===== src/rtl/list_mgr_pkg.sv =====
// Shared definitions for the RTOS list manager stages (insert_item / remove_item):
// widths, item and priority-entry field layout, FSM encodings and packing helpers.
package list_mgr_pkg;

    localparam int ID_W    = 8;
    localparam int PRI_W   = 6;
    localparam int TADDR_W = 32;
    localparam int ELEM_W  = 8;

    // Item entry: {addr, pri, prev, next}
    localparam int ITEM_NEXT_LSB = 0;
    localparam int ITEM_PREV_LSB = ITEM_NEXT_LSB + ID_W;
    localparam int ITEM_PRI_LSB  = ITEM_PREV_LSB + ID_W;
    localparam int ITEM_ADDR_LSB = ITEM_PRI_LSB + PRI_W;
    localparam int ITEM_W        = ITEM_ADDR_LSB + TADDR_W;

    // Priority entry: {strt, end, elements}
    localparam int PRIO_ELEM_LSB = 0;
    localparam int PRIO_END_LSB  = PRIO_ELEM_LSB + ELEM_W;
    localparam int PRIO_STRT_LSB = PRIO_END_LSB + ID_W;
    localparam int PRIO_W        = PRIO_STRT_LSB + ID_W;

    localparam logic [ELEM_W-1:0] MAX_ELEMENTS = 8'd255;

    typedef enum logic [2:0] {
        IDLE    = 3'd0,
        WR_NEW  = 3'd1,
        WR_TAIL = 3'd2,
        WR_HEAD = 3'd3,
        WR_PRI  = 3'd4
    } ins_state_t;

    function automatic logic [ITEM_W-1:0] pack_item(
        input logic [TADDR_W-1:0] addr,
        input logic [PRI_W-1:0]   pri,
        input logic [ID_W-1:0]    prev,
        input logic [ID_W-1:0]    next
    );
        return {addr, pri, prev, next};
    endfunction

    function automatic logic [PRIO_W-1:0] pack_prio(
        input logic [ID_W-1:0]   strt,
        input logic [ID_W-1:0]   last,
        input logic [ELEM_W-1:0] elements
    );
        return {strt, last, elements};
    endfunction

endpackage


===== src/rtl/insert_item_if.sv =====
// Request and shared-RAM signal bundle for the insert_item list manager stage.
interface insert_item_if;
    import list_mgr_pkg::*;

    logic                 enable;
    logic [ID_W-1:0]      idtask_in;
    logic [PRI_W-1:0]     priority_in;
    logic [TADDR_W-1:0]   addrtask_in;
    logic                 busy_out;
    logic                 done_out;
    logic                 pri_insert;
    logic                 err_out;
    logic [ID_W-1:0]      addr_itemlist;
    logic                 we_itemlist;
    logic [ITEM_W-1:0]    data_itemlist;
    logic [ITEM_W-1:0]    spo_itemlist;
    logic [PRI_W-1:0]     addr_prioritylist;
    logic                 we_prioritylist;
    logic [PRIO_W-1:0]    data_prioritylist;
    logic [PRIO_W-1:0]    spo_prioritylist;

    // The list manager stage itself
    modport slave (
        input  enable, idtask_in, priority_in, addrtask_in,
        input  spo_itemlist, spo_prioritylist,
        output busy_out, done_out, pri_insert, err_out,
        output addr_itemlist, we_itemlist, data_itemlist,
        output addr_prioritylist, we_prioritylist, data_prioritylist
    );

    // Requester plus RAM side
    modport master (
        output enable, idtask_in, priority_in, addrtask_in,
        output spo_itemlist, spo_prioritylist,
        input  busy_out, done_out, pri_insert, err_out,
        input  addr_itemlist, we_itemlist, data_itemlist,
        input  addr_prioritylist, we_prioritylist, data_prioritylist
    );

endinterface


===== src/rtl/insert_item.sv =====
// Appends a task to the tail of its priority's circular doubly-linked ready list.
// Sequence: write the new item, patch the old tail's next, patch the head's prev,
// then update the priority entry. Empty lists skip the two patch cycles.
module insert_item
    import list_mgr_pkg::*;
(
    input  logic          aclk,
    input  logic          aresetn,
    insert_item_if.slave  bus
);

    ins_state_t          state_r, next_state_s;
    logic [ID_W-1:0]     id_r;
    logic [PRI_W-1:0]    pri_r;
    logic [TADDR_W-1:0]  taddr_r;
    logic [ID_W-1:0]     strt_r;
    logic [ID_W-1:0]     end_r;
    logic [ELEM_W-1:0]   elem_r;

    logic [ID_W-1:0]     strt_spo_s;
    logic [ID_W-1:0]     end_spo_s;
    logic [ELEM_W-1:0]   elem_spo_s;
    logic                accept_s;
    logic                list_full_s;

    assign strt_spo_s  = bus.spo_prioritylist[PRIO_STRT_LSB +: ID_W];
    assign end_spo_s   = bus.spo_prioritylist[PRIO_END_LSB  +: ID_W];
    assign elem_spo_s  = bus.spo_prioritylist[PRIO_ELEM_LSB +: ELEM_W];
    assign list_full_s = (elem_spo_s == MAX_ELEMENTS);
    assign accept_s    = (state_r == IDLE) && bus.enable && !list_full_s;

    // State register
    always_ff @(posedge aclk or negedge aresetn) begin
        if (!aresetn) begin
            state_r <= IDLE;
        end else begin
            state_r <= next_state_s;
        end
    end

    // Request capture at acceptance; inputs may change once latched
    always_ff @(posedge aclk or negedge aresetn) begin
        if (!aresetn) begin
            id_r    <= '0;
            pri_r   <= '0;
            taddr_r <= '0;
            strt_r  <= '0;
            end_r   <= '0;
            elem_r  <= '0;
        end else if (accept_s) begin
            id_r    <= bus.idtask_in;
            pri_r   <= bus.priority_in;
            taddr_r <= bus.addrtask_in;
            strt_r  <= strt_spo_s;
            end_r   <= end_spo_s;
            elem_r  <= elem_spo_s;
        end
    end

    // Next-state decode
    always_comb begin
        next_state_s = state_r;
        case (state_r)
            IDLE: begin
                if (accept_s) begin
                    next_state_s = WR_NEW;
                end else begin
                    next_state_s = IDLE;
                end
            end
            WR_NEW: begin
                if (elem_r == 8'd0) begin
                    next_state_s = WR_PRI;
                end else begin
                    next_state_s = WR_TAIL;
                end
            end
            WR_TAIL: next_state_s = WR_HEAD;
            WR_HEAD: next_state_s = WR_PRI;
            WR_PRI:  next_state_s = IDLE;
            default: next_state_s = IDLE;
        endcase
    end

    // Output and RAM-port muxing per state
    always_comb begin
        bus.busy_out          = 1'b1;
        bus.done_out          = 1'b0;
        bus.pri_insert        = 1'b0;
        bus.err_out           = 1'b0;
        bus.addr_itemlist     = id_r;
        bus.we_itemlist       = 1'b0;
        bus.data_itemlist     = '0;
        bus.addr_prioritylist = pri_r;
        bus.we_prioritylist   = 1'b0;
        bus.data_prioritylist = '0;
        case (state_r)
            IDLE: begin
                bus.busy_out          = 1'b0;
                bus.addr_itemlist     = bus.idtask_in;
                bus.addr_prioritylist = bus.priority_in;
                if (bus.enable && list_full_s) begin
                    bus.err_out = 1'b1;
                end else if (bus.enable && (elem_spo_s == 8'd0)) begin
                    bus.pri_insert = 1'b1;
                end else begin
                    bus.err_out = 1'b0;
                end
            end
            WR_NEW: begin
                bus.addr_itemlist = id_r;
                bus.we_itemlist   = 1'b1;
                if (elem_r == 8'd0) begin
                    bus.data_itemlist = pack_item(taddr_r, pri_r, id_r, id_r);
                end else begin
                    bus.data_itemlist = pack_item(taddr_r, pri_r, end_r, strt_r);
                end
            end
            WR_TAIL: begin
                // Read-modify-write of the old tail: only next changes
                bus.addr_itemlist = end_r;
                bus.we_itemlist   = 1'b1;
                bus.data_itemlist = bus.spo_itemlist;
                bus.data_itemlist[ITEM_NEXT_LSB +: ID_W] = id_r;
            end
            WR_HEAD: begin
                // For a one-element list head==tail, so this sees the WR_TAIL result
                bus.addr_itemlist = strt_r;
                bus.we_itemlist   = 1'b1;
                bus.data_itemlist = bus.spo_itemlist;
                bus.data_itemlist[ITEM_PREV_LSB +: ID_W] = id_r;
            end
            WR_PRI: begin
                bus.addr_prioritylist = pri_r;
                bus.we_prioritylist   = 1'b1;
                bus.done_out          = 1'b1;
                if (elem_r == 8'd0) begin
                    bus.data_prioritylist = pack_prio(id_r, id_r, 8'd1);
                end else begin
                    bus.data_prioritylist = pack_prio(strt_r, id_r, elem_r + 8'd1);
                end
            end
            default: begin
                bus.busy_out = 1'b0;
            end
        endcase
    end

endmodule

===== src/flat_wrapper.sv =====
// flat-port wrapper written by rule: the top's interface ports become plain ports
module insert_item_flat import list_mgr_pkg::*;
  (aclk, aresetn, bus_enable, bus_idtask_in, bus_priority_in, bus_addrtask_in, bus_spo_itemlist, bus_spo_prioritylist, bus_busy_out, bus_done_out, bus_pri_insert, bus_err_out, bus_addr_itemlist, bus_we_itemlist, bus_data_itemlist, bus_addr_prioritylist, bus_we_prioritylist, bus_data_prioritylist);
  insert_item_if bus_i ();
  input  logic aclk;
  input  logic aresetn;
  input wire logic [$bits(bus_i.enable)-1:0] bus_enable;
  input wire logic [$bits(bus_i.idtask_in)-1:0] bus_idtask_in;
  input wire logic [$bits(bus_i.priority_in)-1:0] bus_priority_in;
  input wire logic [$bits(bus_i.addrtask_in)-1:0] bus_addrtask_in;
  input wire logic [$bits(bus_i.spo_itemlist)-1:0] bus_spo_itemlist;
  input wire logic [$bits(bus_i.spo_prioritylist)-1:0] bus_spo_prioritylist;
  output wire logic [$bits(bus_i.busy_out)-1:0] bus_busy_out;
  output wire logic [$bits(bus_i.done_out)-1:0] bus_done_out;
  output wire logic [$bits(bus_i.pri_insert)-1:0] bus_pri_insert;
  output wire logic [$bits(bus_i.err_out)-1:0] bus_err_out;
  output wire logic [$bits(bus_i.addr_itemlist)-1:0] bus_addr_itemlist;
  output wire logic [$bits(bus_i.we_itemlist)-1:0] bus_we_itemlist;
  output wire logic [$bits(bus_i.data_itemlist)-1:0] bus_data_itemlist;
  output wire logic [$bits(bus_i.addr_prioritylist)-1:0] bus_addr_prioritylist;
  output wire logic [$bits(bus_i.we_prioritylist)-1:0] bus_we_prioritylist;
  output wire logic [$bits(bus_i.data_prioritylist)-1:0] bus_data_prioritylist;
  assign bus_i.enable = bus_enable;
  assign bus_i.idtask_in = bus_idtask_in;
  assign bus_i.priority_in = bus_priority_in;
  assign bus_i.addrtask_in = bus_addrtask_in;
  assign bus_i.spo_itemlist = bus_spo_itemlist;
  assign bus_i.spo_prioritylist = bus_spo_prioritylist;
  assign bus_busy_out = bus_i.busy_out;
  assign bus_done_out = bus_i.done_out;
  assign bus_pri_insert = bus_i.pri_insert;
  assign bus_err_out = bus_i.err_out;
  assign bus_addr_itemlist = bus_i.addr_itemlist;
  assign bus_we_itemlist = bus_i.we_itemlist;
  assign bus_data_itemlist = bus_i.data_itemlist;
  assign bus_addr_prioritylist = bus_i.addr_prioritylist;
  assign bus_we_prioritylist = bus_i.we_prioritylist;
  assign bus_data_prioritylist = bus_i.data_prioritylist;
  insert_item u_core (.aclk(aclk), .aresetn(aresetn), .bus(bus_i));
endmodule

===== config.mk =====
export PLATFORM = sky130hd
export DESIGN_NAME = insert_item_flat
export DESIGN_NICKNAME = d
export VERILOG_FILES = /design/src/rtl/list_mgr_pkg.sv /design/src/rtl/insert_item_if.sv /design/src/rtl/insert_item.sv /design/src/flat_wrapper.sv
export SDC_FILE = /design/constraint.sdc
export NUM_CORES = 1
export LEC_CHECK = 0
export ABC_AREA = 1
export CORE_MARGIN = 2
export CORE_UTILIZATION = 40
export CTS_CLUSTER_DIAMETER = 120
export DETAILED_ROUTE_END_ITERATION = 10
export GPL_TIMING_DRIVEN = 0
export HOLD_SLACK_MARGIN = 0.15
export PLACE_DENSITY = 0.78
export SETUP_SLACK_MARGIN = 0.15
export SYNTH_ARGS = -nofsm -noshare
export SYNTH_HDL_FRONTEND = slang
export SYNTH_SLANG_ARGS = --single-unit

===== constraint.sdc =====
create_clock -name aclk -period 3.2 [get_ports aclk]
set_clock_uncertainty 0.15 [all_clocks]
set_input_delay 0.32 -clock aclk [delete_from_list [all_inputs] [get_ports aclk]]
set_output_delay 0.32 -clock aclk [all_outputs]
set_load 0.005 [all_outputs]

After elaboration in Yosys (flattened, before gate mapping)
Cells that the tools add are included.

storage, ports and cells
  flip-flop bits (word level) = 73
  logic and storage cells = 40
  output and inout port bits = 98

cells by class
  reductions and logical operators = 10
  add/subtract/negate cells = 1
  eq/ne operators = 5
  multiplexer cells = 17

operators by type and width
  cell                                            number
  one-hot mux 54 bit (3 select lines)             1
  2-to-1 mux 24 bit                               2
  one-hot mux 8 bit (3 select lines)              1
  logical NOT 8 bit                               2
  2-to-1 mux 16 bit                               1
  one-hot mux 3 bit (4 select lines)              1
  2-to-1 mux 1 bit                                9
  adder 8 x 1 -> 8 bit (second input constant)    1
  == test 8 bit (second input constant)           1
  == test 3 x 2 -> 1 bit (second input constant)  2
  2-to-1 mux 6 bit                                1
  logical AND 1 bit                               4
  OR reduction 4 bit                              1
  == test 3 x 1 -> 1 bit (second input constant)  1
  == test 3 bit (second input constant)           1
  logical NOT 3 bit                               1
  2-to-1 mux 3 bit                                1
  OR reduction 3 bit                              1
  logical NOT 1 bit                               1

Longest topological paths before layout
  depth after elaboration = 5
  gate-level depth with buffers = 10

Worst setup path before layout
OpenSTA, ideal clock, no wires.

  path kind = flip-flop to output port
  start = reg u_core.state_r[0]
  end = out bus_data_prioritylist[0]
  path buffers = 1
  path slack = 1430 ps
  stages on the path, launching flop included = 7
  data arrival time = 1300 ps
  cells stage by stage = dfrtp_1 -> nor2_1 -> inv_1 -> nor2_1 -> inv_1 -> buf_2 -> a21oi_1

between the ends
  word-level cells in the longest chain between the ends = 2

RTL lines
  what                      RTL line            RTL
  start: declaration        insert_item.sv:12   ins_state_t state_r, next_state_s;
  start signal: assignment  insert_item.sv:37   state_r <= next_state_s;
  == test 3 bit             insert_item.sv:97   case (state_r)
  2-to-1 mux 24 bit         insert_item.sv:97
  end: declaration          flat_wrapper.sv:22  output wire logic [$bits(bus_i.data_prioritylist)-1:0] bus_data_prioritylist;

Every way passes these cells.

Final worst setup path
  start = reg u_core.state_r[0]
  end = out bus_data_prioritylist[19]

Same word-level chain as after synthesis.

==> results.yml <==
timing:
  finalMaxSlewViolations: 0
  setup_viol: 0
  hold_viol: 0
  relSlewSlack: 0.5846
  rsz0062_at_grt: "yes"
  setup_ws_ns: 0.2434
  fmax_ghz: 0.3382
  timing.final.crit_period_ns: 2.957
  tns_ns: 0
  period_share: 0.9239
  tightest_slew_ns: 0.6231
drt:
  drt_iter0_drc: 398
  routedWlPerCell_um: 16.91
  drc_errors: 0
  first_pass_iters: 5
  routed-via-count: 5426
  drtAntennaViolNets: 0
  avgViaCountPerCell: 5.314
  drt_wl_total_um: 17270
finish:
  final_layout_size_suffix_gt1_frac: 0.07151
  layout.nets: 1007
  finish.utilization: 0.6571
  finalInstanceArea_um2: 7123
  n_fill_cell: 957
  mostFrequentLayoutCell: "nand2_1"
  syn2layout_area_growth_pct: 60.28
  antennaDiodeCount: 0
  layout_common_cells: "nand2_1 (238), clkdlybuf4s50_1 (223), nand3_1 (108), dfrtp_1 (73), nor2_1 (46)"
synth:
  yosysTopAreaCell: "dfrtp_1"
  synth_edf_count: 0
  yosysWarnings: 0
  yosys-top-cells-area: "dfrtp_1 (41%), nand2_1 (20%), nand3_1 (12%)"
  yosysSeqAreaShare: 0.4110
  synth.cell_area_um2: 4444
  ys.flop_type: "dfrtp_1"
  avgSynthCellArea_um2: 6.966
  synth.distinct_cells: 26
  synth_seq_cells: 73
  syn_inst: 638
  async_flop_share: 1.000
  synth_nets: 767
  synthDominantCellAreaShare: 0.4110
setup_path:
  setup.worst_path.start_class: "flop"
  cp_max_fo: 10
  worstPathCellList: "nor2_1, inv_1, nor2_2, inv_1, buf_2, a21oi_1, clkdlybuf4s50_1"
  worstPathArrival_ns: 2.49
  crit_top_cell: "inv_1"
  timing.rr.start: "u_core.state_r[0]"
  crit_type: "flop to output port"
  critPathCaptureType: "output port"
  crit_path_top_delay_cell: "clkdlybuf4s50_1"
  critPathMaxStageDelay_ns: 0.54
  required_ns: 2.73
  setup.worst_path.start: "u_core.state_r[0]"
placement:
  post_dp_cell_area_um2: 6887
  hpwl_um: 13570
  numPortBuffers: 224
  gp_congestion: 0.9331
  place_ws_ns: 0.3558
cts:
  clk_pin_slew_ns: 0.08
  cts_max_level: 3
  numCtsBuffers: 9
  clock_path_buffers: 2
  clock-sinks: 73
  clkLatencyLatePin_ns: 0.34
  cts_root_buffer: "clkbuf_8"
  cts_tree: "yes"
power_and_ir_drop:
  ir_drop_mv: 0.4199
  powerDensity_nw_per_um2: 891.5
  finalPower_mw: 6.350
  p_leak_nw: 3.368
floorplanning:
  die_x_um: 109.4
  std_cell_rows: 38
  design.core.area_um2: 10840
  start_util: 0.4100
  ioPinCount: 225
  design.die.area_um2: 11970
  chipHeight_um: 109.4
run_status:
  outcome: "completed"
global_routing:
  grt_pass1_wl_um: 26340
  overflow: 0
  grt_antenna_before_repair: 0
  grt_pass1_vias: 5187
  grt_usage: 0.2899
  grt_max_degree: 63
worst_hold_path:
  hold_path_class: "input port to asynchronous set/reset pin"
run:
  maxCapViolations: 0
registers in the layout, summed over array words and instances, names as in the netlist:
| signal | cells |
|---|---|
| u_core.strt_r | 8 |
| u_core.taddr_r | 32 |
| u_core.end_r | 8 |
| u_core.pri_r | 6 |
| u_core.elem_r | 8 |
| u_core.id_r | 8 |
| u_core.state_r | 3 |
timing repair:
item / CTS / global route
gates resized for setup: 1 / 12
endpoints found under the setup margin: 3 / 29
hold buffers: 1 / 0
endpoints found under the hold margin: 73 / 0
buffers inserted: 0 / 3
cells in the mapped netlist (all sizes together), types with 7 or more instances:
cell / count
buf: 27
o21ai: 7
dfrtp: 73
a22o: 36
nand4: 10
clkbuf: 12
nand2: 241
inv: 39
a21oi: 11
nand3: 108
a22oi: 8
nor2: 53
cell type report:
| class | count | area [um^2] | share of cell area |
|---|---|---|---|
| multi-input cells | 485 | 2307 | 0.3239 |
| repair buffers | 229 | 2300 | 0.3229 |
| flip-flops and latches | 73 | 1827 | 0.2565 |
| plain buffers | 39 | 187.7 | 0.02635 |
| well taps | 140 | 175.2 | 0.02459 |
| inverters | 41 | 157.7 | 0.02213 |
| clock buffers | 10 | 137.6 | 0.01932 |
| clock inverters | 4 | 31.28 | 0.004391 |
logic make-up (layout without fill, tap and decap cells):
kind of cell,after synthesis,in the layout,synth area share
AOI/OAI and AO/OA,62,62,0.1047
DFF,73,73,0.4110
and+or+nand+nor,419,419,0.3989
xor gates and xnor gates,2,2,0.003942
adders and majority gates,2,2,0.005630
buffers and inverters,80,323,0.07573
stage by stage:
step | hold WS, ns | std cells
2_1_floorplan | -0.1256 | 638
3_3_place_gp | 0.3080 | 1002
3_5_place_dp | 0.04097 | 1003
4_1_cts | 0.1966 | 1018
5_1_grt | 0.2226 | 1021
6_report | 0.2023 | 1021
worst paths after layout:
kind	end	slack (ns)	cells past startpoint
min in group aclk	u_core.taddr_r[5]	0.33	2
setup reg to reg	u_core.end_r[5]	1.25	7
hold reg to reg	u_core.taddr_r[5]	0.33	2
max in group asynchronous	u_core.id_r[0]	2.13	3
hold / removal	u_core.pri_r[1]	0.20	2
setup / recovery	bus_data_prioritylist[19]	0.24	7
critical path, delay by kind of cell (launching register included):
kind | cells | cell delay (ns)
buffers and inverters | 4 | 0.97
AND/OR/NAND/NOR | 2 | 0.51
flip-flops | 1 | 0.45
AO/OA/AOI/OAI | 1 | 0.21
power breakdown:
part / total (mW) / switching, mW / internal, mW
clock network: 0.649 / 0.354 / 0.295
logic: 3.88 / 1.95 / 1.94
registers: 1.82 / 0.454 / 1.36
total: 6.35 / 2.76 / 3.59
layer usage:
metal / up-vias / track usage / wire [um]
met3: 38 / 0.06580 / 1671
li1: 2572 / - / -
met5: - / 0 / 0
met1: 2534 / 0.3553 / 6709
met2: 282 / 0.4938 / 8450
met4: 0 / 0.1148 / 434
(Power assumes the default switching activity.)
